## src/rtl/fetch_pkg.sv

```systemverilog
// Shared definitions for the flash instruction-fetch path.
//  - fetch_state_e       : controller FSM encodings
//  - RESET_ADDR_DEFAULT  : default first fetch address after reset
//  - FETCH_STRIDE        : byte increment between consecutive fetch words
package fetch_pkg;

    typedef enum logic [1:0] {
        ST_IDLE    = 2'd0,
        ST_REQ     = 2'd1,
        ST_DISCARD = 2'd2
    } fetch_state_e;

    localparam logic [31:0] RESET_ADDR_DEFAULT = 32'h0000_0000;
    localparam int unsigned FETCH_STRIDE       = 32'd4;

endpackage

```

## src/rtl/fetch_fifo.sv

```systemverilog
// Prefetch FIFO holding {address, data} pairs between the flash and the IR.
// Ports:
//  clk, rst      clock, asynchronous active-high reset (clears the FIFO)
//  flush         synchronous clear, wins over push/pop in the same cycle
//  push, din     write an entry (ignored when full unless popping too)
//  pop           remove the head entry (ignored when empty)
//  head          current head entry
//  count         number of occupied entries
//  empty, full   occupancy flags
module fetch_fifo #(
    parameter int unsigned W     = 64,
    parameter int unsigned DEPTH = 2,
    localparam int unsigned PW   = $clog2(DEPTH),
    localparam int unsigned CW   = PW + 1
) (
    input  logic          clk,
    input  logic          rst,
    input  logic          flush,
    input  logic          push,
    input  logic [W-1:0]  din,
    input  logic          pop,
    output logic [W-1:0]  head,
    output logic [CW-1:0] count,
    output logic          empty,
    output logic          full
);

    logic [W-1:0]  mem_r [DEPTH];
    logic [PW-1:0] wr_ptr_r;
    logic [PW-1:0] rd_ptr_r;
    logic [CW-1:0] count_r;
    logic          do_push_s;
    logic          do_pop_s;

    assign empty     = (count_r == {CW{1'b0}});
    assign full      = (count_r == CW'(DEPTH));
    assign head      = mem_r[rd_ptr_r];
    assign count     = count_r;
    // A push into a full FIFO is only safe if the head leaves in the same cycle.
    assign do_push_s = push && (!full || pop);
    assign do_pop_s  = pop && !empty;

    // Pointer and occupancy tracking with flush priority.
    always_ff @(posedge clk or posedge rst) begin
        if (rst) begin
            wr_ptr_r <= {PW{1'b0}};
            rd_ptr_r <= {PW{1'b0}};
            count_r  <= {CW{1'b0}};
        end else if (flush) begin
            wr_ptr_r <= {PW{1'b0}};
            rd_ptr_r <= {PW{1'b0}};
            count_r  <= {CW{1'b0}};
        end else begin
            if (do_push_s) begin
                wr_ptr_r <= wr_ptr_r + PW'(1);
            end else begin
                wr_ptr_r <= wr_ptr_r;
            end
            if (do_pop_s) begin
                rd_ptr_r <= rd_ptr_r + PW'(1);
            end else begin
                rd_ptr_r <= rd_ptr_r;
            end
            case ({do_push_s, do_pop_s})
                2'b10:   count_r <= count_r + CW'(1);
                2'b01:   count_r <= count_r - CW'(1);
                default: count_r <= count_r;
            endcase
        end
    end

    // Entry storage.
    always_ff @(posedge clk or posedge rst) begin
        if (rst) begin
            for (int i = 0; i < int'(DEPTH); i++) begin
                mem_r[i] <= {W{1'b0}};
            end
        end else if (do_push_s && !flush) begin
            mem_r[wr_ptr_r] <= din;
        end else begin
            mem_r[wr_ptr_r] <= mem_r[wr_ptr_r];
        end
    end

endmodule

```

## src/rtl/flash_fetch_ctrl.sv

```systemverilog
// Flash-side instruction-fetch controller.
// Issues word reads to flash (flash_rd/flash_addr/flash_ack/flash_rdata),
// buffers words in a prefetch FIFO and hands them to the IR with a one-cycle
// ld_ir strobe (dout_flash/ir_pc stable from the strobe until the next load).
// A branch strobe flushes the FIFO and redirects fetching to branch_addr.
// Ports:
//  clk, rst      clock, asynchronous active-high reset
//  fetch_en      permits new flash requests
//  branch        1-cycle redirect strobe, branch_addr is the target
//  ir_ready      IR can accept a word
//  flash_*       flash read handshake
//  dout_flash    word presented to the IR, ir_pc its address
//  ld_ir         IR load strobe
//  fifo_count    occupied prefetch entries
module flash_fetch_ctrl
    import fetch_pkg::*;
#(
    parameter int unsigned        ADDR_W     = 32,
    parameter int unsigned        DATA_W     = 32,
    parameter int unsigned        DEPTH      = 2,
    parameter logic [ADDR_W-1:0]  RESET_ADDR = ADDR_W'(RESET_ADDR_DEFAULT),
    localparam int unsigned       CW         = $clog2(DEPTH) + 1
) (
    input  logic              clk,
    input  logic              rst,
    input  logic              fetch_en,
    input  logic              branch,
    input  logic [ADDR_W-1:0] branch_addr,
    input  logic              ir_ready,
    output logic              flash_rd,
    output logic [ADDR_W-1:0] flash_addr,
    input  logic              flash_ack,
    input  logic [DATA_W-1:0] flash_rdata,
    output logic [DATA_W-1:0] dout_flash,
    output logic              ld_ir,
    output logic [ADDR_W-1:0] ir_pc,
    output logic [CW-1:0]     fifo_count
);

    fetch_state_e              state_r;
    fetch_state_e              state_nx_s;
    logic [ADDR_W-1:0]         fetch_addr_r;
    logic [ADDR_W-1:0]         fetch_addr_nx_s;
    logic [ADDR_W-1:0]         req_addr_r;
    logic [ADDR_W-1:0]         req_addr_nx_s;
    logic                      flash_rd_r;
    logic                      ld_ir_r;
    logic [DATA_W-1:0]         dout_r;
    logic [ADDR_W-1:0]         ir_pc_r;
    logic                      push_s;
    logic                      pop_s;
    logic                      fifo_empty_s;
    logic                      fifo_full_s;
    logic [CW-1:0]             fifo_count_s;
    logic [ADDR_W+DATA_W-1:0]  head_s;
    logic [ADDR_W-1:0]         branch_tgt_s;
    logic [ADDR_W-1:0]         next_addr_s;
    logic                      space_after_push_s;

    assign branch_tgt_s = {branch_addr[ADDR_W-1:2], 2'b00};
    assign next_addr_s  = fetch_addr_r + ADDR_W'(FETCH_STRIDE);
    // ld_ir is never high two cycles running, and a branch cycle issues no load.
    assign pop_s        = !fifo_empty_s && ir_ready && !ld_ir_r && !branch;
    // A push is only ever made when not full, so a simultaneous pop always leaves room.
    assign space_after_push_s = pop_s || (fifo_count_s < CW'(DEPTH - 1));

    assign flash_rd   = flash_rd_r;
    assign flash_addr = req_addr_r;
    assign ld_ir      = ld_ir_r;
    assign dout_flash = dout_r;
    assign ir_pc      = ir_pc_r;
    assign fifo_count = fifo_count_s;

    // Fetch FSM next-state, redirect and push decisions.
    always_comb begin
        state_nx_s      = state_r;
        fetch_addr_nx_s = fetch_addr_r;
        req_addr_nx_s   = req_addr_r;
        push_s          = 1'b0;
        case (state_r)
            ST_IDLE: begin
                // A redirect in IDLE only retargets; the next request goes to the new address.
                if (branch) begin
                    fetch_addr_nx_s = branch_tgt_s;
                end else if (fetch_en && !fifo_full_s) begin
                    state_nx_s    = ST_REQ;
                    req_addr_nx_s = fetch_addr_r;
                end else begin
                    state_nx_s = ST_IDLE;
                end
            end
            ST_REQ: begin
                if (branch) begin
                    fetch_addr_nx_s = branch_tgt_s;
                    if (flash_ack) begin
                        state_nx_s = ST_IDLE;
                    end else begin
                        state_nx_s = ST_DISCARD;
                    end
                end else if (flash_ack) begin
                    push_s          = 1'b1;
                    fetch_addr_nx_s = next_addr_s;
                    if (fetch_en && space_after_push_s) begin
                        req_addr_nx_s = next_addr_s;
                    end else begin
                        state_nx_s = ST_IDLE;
                    end
                end else begin
                    state_nx_s = ST_REQ;
                end
            end
            ST_DISCARD: begin
                // The stale request keeps its address on the bus until the flash answers.
                if (branch) begin
                    fetch_addr_nx_s = branch_tgt_s;
                end else begin
                    fetch_addr_nx_s = fetch_addr_r;
                end
                if (flash_ack) begin
                    state_nx_s = ST_IDLE;
                end else begin
                    state_nx_s = ST_DISCARD;
                end
            end
            default: begin
                state_nx_s = ST_IDLE;
            end
        endcase
    end

    // FSM state, fetch pointer and registered flash request outputs.
    always_ff @(posedge clk or posedge rst) begin
        if (rst) begin
            state_r      <= ST_IDLE;
            fetch_addr_r <= RESET_ADDR;
            req_addr_r   <= {ADDR_W{1'b0}};
            flash_rd_r   <= 1'b0;
        end else begin
            state_r      <= state_nx_s;
            fetch_addr_r <= fetch_addr_nx_s;
            req_addr_r   <= req_addr_nx_s;
            flash_rd_r   <= (state_nx_s != ST_IDLE);
        end
    end

    // IR load pulse and presented word.
    always_ff @(posedge clk or posedge rst) begin
        if (rst) begin
            ld_ir_r <= 1'b0;
            dout_r  <= {DATA_W{1'b0}};
            ir_pc_r <= {ADDR_W{1'b0}};
        end else begin
            ld_ir_r <= pop_s;
            if (pop_s) begin
                dout_r  <= head_s[DATA_W-1:0];
                ir_pc_r <= head_s[ADDR_W+DATA_W-1:DATA_W];
            end else begin
                dout_r  <= dout_r;
                ir_pc_r <= ir_pc_r;
            end
        end
    end

    fetch_fifo #(
        .W     (ADDR_W + DATA_W),
        .DEPTH (DEPTH)
    ) u_fifo (
        .clk   (clk),
        .rst   (rst),
        .flush (branch),
        .push  (push_s),
        .din   ({fetch_addr_r, flash_rdata}),
        .pop   (pop_s),
        .head  (head_s),
        .count (fifo_count_s),
        .empty (fifo_empty_s),
        .full  (fifo_full_s)
    );

endmodule
```

## config.mk

```make
export PLATFORM = sky130hd
export DESIGN_NAME = flash_fetch_ctrl
export DESIGN_NICKNAME = d
export VERILOG_FILES = /design/src/rtl/fetch_pkg.sv /design/src/rtl/fetch_fifo.sv /design/src/rtl/flash_fetch_ctrl.sv
export SDC_FILE = /design/constraint.sdc
export NUM_CORES = 1
export LEC_CHECK = 0
export ABC_AREA = 0
export ABC_CLOCK_PERIOD_IN_PS = 19000
export CORE_MARGIN = 2
export CORE_UTILIZATION = 40
export CTS_CLUSTER_DIAMETER = 30
export DETAILED_ROUTE_END_ITERATION = 12
export HOLD_SLACK_MARGIN = 0.12
export SLEW_MARGIN = 40
export SYNTH_ARGS = -nofsm -noshare
export SYNTH_HDL_FRONTEND = slang
export SYNTH_SLANG_ARGS = --single-unit
export TNS_END_PERCENT = 100
```

## constraint.sdc

```tcl
create_clock -name clk -period 19 [get_ports clk]
set_input_delay 3.8 -clock clk [delete_from_list [all_inputs] [get_ports clk]]
set_output_delay 3.8 -clock clk [all_outputs]
set_load 0.02 [all_outputs]
```

==> results_tabular.tex <==
\begin{tabular}{lr}
\hline
Metric & Value \\
\hline
\multicolumn{2}{l}{\textbf{Synthesis}} \\
Number of warnings issued by yosys & 0 \\
Predominant post-synthesis flop cell & sky130\_fd\_sc\_hd\_\_dfrtp\_1 \\
Post-synthesis instance area & around 0.012 mm2 \\
Post-synthesis register bit count & 260 \\
Register area share after synthesis & a little under three fifths \\
Synthesized netlist cell count & 1025 \\
Number of distinct library cells after synthesis & 60 \\
EDFF count, synth & 0 \\
Avg Synthesized Cell Area & 11.44 um2 \\
Ys async rst share & 100.0\% \\
\multicolumn{2}{l}{\textbf{Global route}} \\
Wire length of the first global-routing pass & 46130 um \\
Overall routing resource usage & 18.76\% \\
GR Overflow Total & 0 \\
Largest net degree at the start of global routing & 137 \\
Antenna violations before repair & 1 \\
Via count of the first global-routing pass & 8409 \\
\multicolumn{2}{l}{\textbf{Final layout}} \\
Fill cell instance count of the final layout & 2493 \\
Seq. cell area & $\sim$0.0065 mm2 \\
Area growth from synthesis to layout & 34.24\% \\
Total Nets Final & approximately 1300 \\
Share of post-route cells with drive strength above 1 & 21.56\% \\
Commonest cells after routing, fill and taps aside & sky130\_fd\_sc\_hd\_\_dfrtp\_1, sky130\_fd\_sc\_hd\_\_clkdlybuf4s50\_1, sky130\_fd\_sc\_hd\_\_mux2\_2 \\
Most frequent standard cell in the layout excluding fill and tap cells & sky130\_fd\_sc\_hd\_\_dfrtp\_1 \\
Area occupied by multi-input gates & 0.004787 mm2 \\
Final core occ & 54.68\% \\
\multicolumn{2}{l}{\textbf{Die}} \\
IO Pins & 170 \\
Number of standard-cell rows in the floorplan & 62 \\
Die Footprint & 0.03070 mm2 \\
Core box area & 0.02878 mm2 \\
Initial core utilization & 40.74\% \\
Y dimension of the die & 175.2 um \\
Die outline width & 175.2 um \\
\multicolumn{2}{l}{\textbf{Drt}} \\
Sum of routed wire length over all layers & 28830 um \\
Remaining number of nets flagged by the antenna check after routing & 0 \\
Vias/cell & just over 5 \\
DR DRC count & 0 \\
Count of TritonRoute iterations in the first routing pass & 5 \\
Final routed wire length divided by cell count & 17.86 um \\
Total number of vias & 8371 \\
Count of routing violations after the opening detailed-route iteration & 565 \\
\multicolumn{2}{l}{\textbf{Power}} \\
Switching Share & around 29\% \\
Cell leakage power & 6.644 nW \\
Largest voltage drop on the vdd net & 0.08116 mV \\
Net switching power & 0.7124 mW \\
Sequential Power Share & roughly 34\% \\
Pwr Density & about 160 mW/mm2 \\
Share of power burned in combinational logic & 22.8\% \\
Clock network fraction of design power & 43.7\% \\
Internal power summed over all cells & around 1.8 mW \\
\multicolumn{2}{l}{\textbf{Outcome}} \\
Result of the run & complete, no violations \\
\multicolumn{2}{l}{\textbf{Place}} \\
Detail Placement HPWL & between 15000 and 20000 um \\
Port Buffers & 165 \\
Final estimated routing congestion in global placement & roughly 0.78 \\
\multicolumn{2}{l}{\textbf{Critical path}} \\
Dominant delay contributor by cell family on the critical path & simple AND/OR/NAND/NOR gates \\
Register-to-register setup slack & 15.35 ns \\
Kind of launch point of the worst setup path & primary input \\
Required time of the worst setup path & between 15 and 20 ns \\
Sum of buffers and inverters on the critical path & 2 \\
CP startpoint & branch \\
Crit path capture & u\_fifo.mem\_r[122] \\
Max stage delay on crit path & 0.97 ns \\
WS Path Type & primary input to register \\
R2R Path Start & u\_fifo.count[1] \\
Endpoint of the lowest-slack register-to-register path & u\_fifo.mem\_r[122] \\
Total stage count of the critical path & 6 \\
Crit path cell chain & clkdlybuf4s50\_1 -> or4b\_4 -> a21oi\_4 -> and2b\_2 -> buf\_4 -> mux2\_2 \\
Slowest stage cell on the critical path & sky130\_fd\_sc\_hd\_\_or4b\_4 \\
Critical Path Fanout Max & 54 \\
Critical path capture point type & register \\
Data arrival, critical path & 7.64 ns \\
Cells on worst reg2reg path & 7 \\
\multicolumn{2}{l}{\textbf{Clock network}} \\
Deepest clock path buffer count & 3 \\
Post-CTS Setup Bufs & 0 \\
Clock root buffer master & sky130\_fd\_sc\_hd\_\_clkbuf\_16 \\
Total clock buffers created by CTS & 60 \\
Number of H-tree branching levels & 2 \\
Worst-path clk slew & around 0.04 ns \\
Clock Sinks & 260 \\
Insertion delay to the later sink of the worst-skew pair & 0.56 ns \\
TritonCTS clock tree & built \\
Count of instances resized after the clock tree is built & 0 \\
Hold bufs inserted after CTS & 0 \\
\multicolumn{2}{l}{\textbf{Timing}} \\
Final setup TNS & 0 ns \\
Ratio of final minimum period to clock period & 37.94\% \\
Upper clock frequency limit & 0.1387 GHz \\
Setup repair after global routing missed its margin & false \\
Final hold violation count & 0 \\
Setup violators final & 0 \\
Worst slew margin & a little under half \\
Period minus WS final & between 7 and 8 ns \\
Number of max-slew violations in the final report & 0 \\
Worst Tran Pin Value & between 0.7 and 0.8 ns \\
Worst Skew & 0.01453 ns \\
\multicolumn{2}{l}{\textbf{Flow run}} \\
Count of maximum capacitance violations & 0 \\
\multicolumn{2}{l}{\textbf{Min path}} \\
Class of the tightest hold or removal check & register to register \\
Hold path cells & 2 \\
\hline
\end{tabular}
==> cell type report <==
type                    count  share of cell area [%]
diodes                      1                 0.01590
multi-input cells         676                   30.42
flip-flops and latches    260                   41.37
well taps                 384                   3.053
clock buffers              71                   10.38
repair buffers            175                   11.04
clock inverters            42                   3.522
inverters                   5                  0.1988
==> tightest hold or removal path, cell delays in order (launching register included) <==
cell                      delay (ns)
sky130_fd_sc_hd__dfrtp_1        0.33
sky130_fd_sc_hd__nand2_1        0.04
sky130_fd_sc_hd__o21ai_0        0.06
==> kinds of logic after synthesis <==
logic type / synth area share, %
other: 0.03199
AO/OA/AOI/OAI: 9.370
multiplexers: 17.46
flip-flops: 55.50
adder cells (fa/ha/maj): 0.3202
buffers and inverters: 4.258
XOR/XNOR: 2.316
AND/OR/NAND/NOR: 10.75
==> sequential cells by signal (all words and copies together) (netlist names) <==
signal,count
u_fifo.mem_r,128
dout_flash,32
ir_pc,32
fetch_addr_r,30
flash_addr,30
state_r,2
u_fifo.count,2
flash_rd,1
ld_ir,1
u_fifo.rd_ptr_r,1
u_fifo.wr_ptr_r,1
==> power groups by stage <==
stage | clock network, mW | logic [mW] | registers, mW
floorplan | 0 | 0.246 | 0.915
global placement | 0 | 0.565 | 0.841
detailed placement | 0 | 0.575 | 0.846
CTS | 1.11 | 0.578 | 0.840
global route | 1.14 | 0.618 | 0.863
finish | 1.09 | 0.569 | 0.838
==> worst min path at each step <==
stage | slack [ns] | endpoint | start
finish | 0.47 | dout_flash[24] | dout_flash[24]
detailed placement | 0.47 | dout_flash[10] | dout_flash[10]
global placement | 0.46 | dout_flash[27] | dout_flash[27]
global route | 0.51 | dout_flash[16] | dout_flash[16]
floorplan | 0.45 | u_fifo.mem_r[32] | u_fifo.mem_r[32]
CTS | 0.48 | dout_flash[10] | dout_flash[10]
==> metrics by stage <==
| step | cells | setup WS [ns] | power, mW | area (um2) | hold WS (ns) |
|---|---|---|---|---|---|
| after global routing | 1613 | 11.60 | 2.624 | 15740 | 0.5051 |
| after floorplan | 1026 | 8.045 | 1.161 | 11730 | 0.4533 |
| final | 1614 | 11.79 | 2.498 | 15740 | 0.4697 |
| after global placement | 1499 | 11.33 | 1.406 | 13490 | 0.4613 |
| after CTS | 1612 | 11.78 | 2.529 | 15720 | 0.4793 |
| after detailed placement | 1499 | 11.19 | 1.421 | 13530 | 0.4697 |
==> Yosys cell counts (all sizes together), types with 2 or more instances <==
cell type | count | area share, %
mux2 | 124 | 12
a311oi | 3 | 0.22
dfrtp | 260 | 55
inv | 5 | 0.16
and2b | 2 | 0.14
buf | 33 | 2.0
clkbuf | 52 | 2.1
and2 | 9 | 0.49
nor2b | 6 | 0.32
xnor2 | 14 | 1.0
ha | 3 | 0.32
and4 | 8 | 0.62
and3 | 9 | 0.48
nor4 | 3 | 0.34
a22oi | 2 | 0.13
o2bb2ai | 2 | 0.15
or3 | 3 | 0.16
o22ai | 12 | 0.64
nor2 | 64 | 2.0
nand4 | 19 | 1.1
nand2b | 2 | 0.11
nor3 | 6 | 0.30
o21a | 2 | 0.13
a31oi | 3 | 0.16
xor2 | 17 | 1.3
nand3 | 21 | 1.0
o21ai | 82 | 3.5
a21oi | 64 | 2.8
mux2i | 65 | 5.5
a211oi | 5 | 0.32
o22a | 3 | 0.22
nand2 | 101 | 3.3
a2bb2oi | 8 | 0.60
==> per-layer routing <==
metal | part of all wire (%) | track usage [%]
met5 | 0 | 0
met4 | 1.3 | 4.861
met3 | 5.6 | 3.960
met2 | 45 | 29.33
met1 | 48 | 26.59
Note: power is estimated with default switching activity, not from simulation.
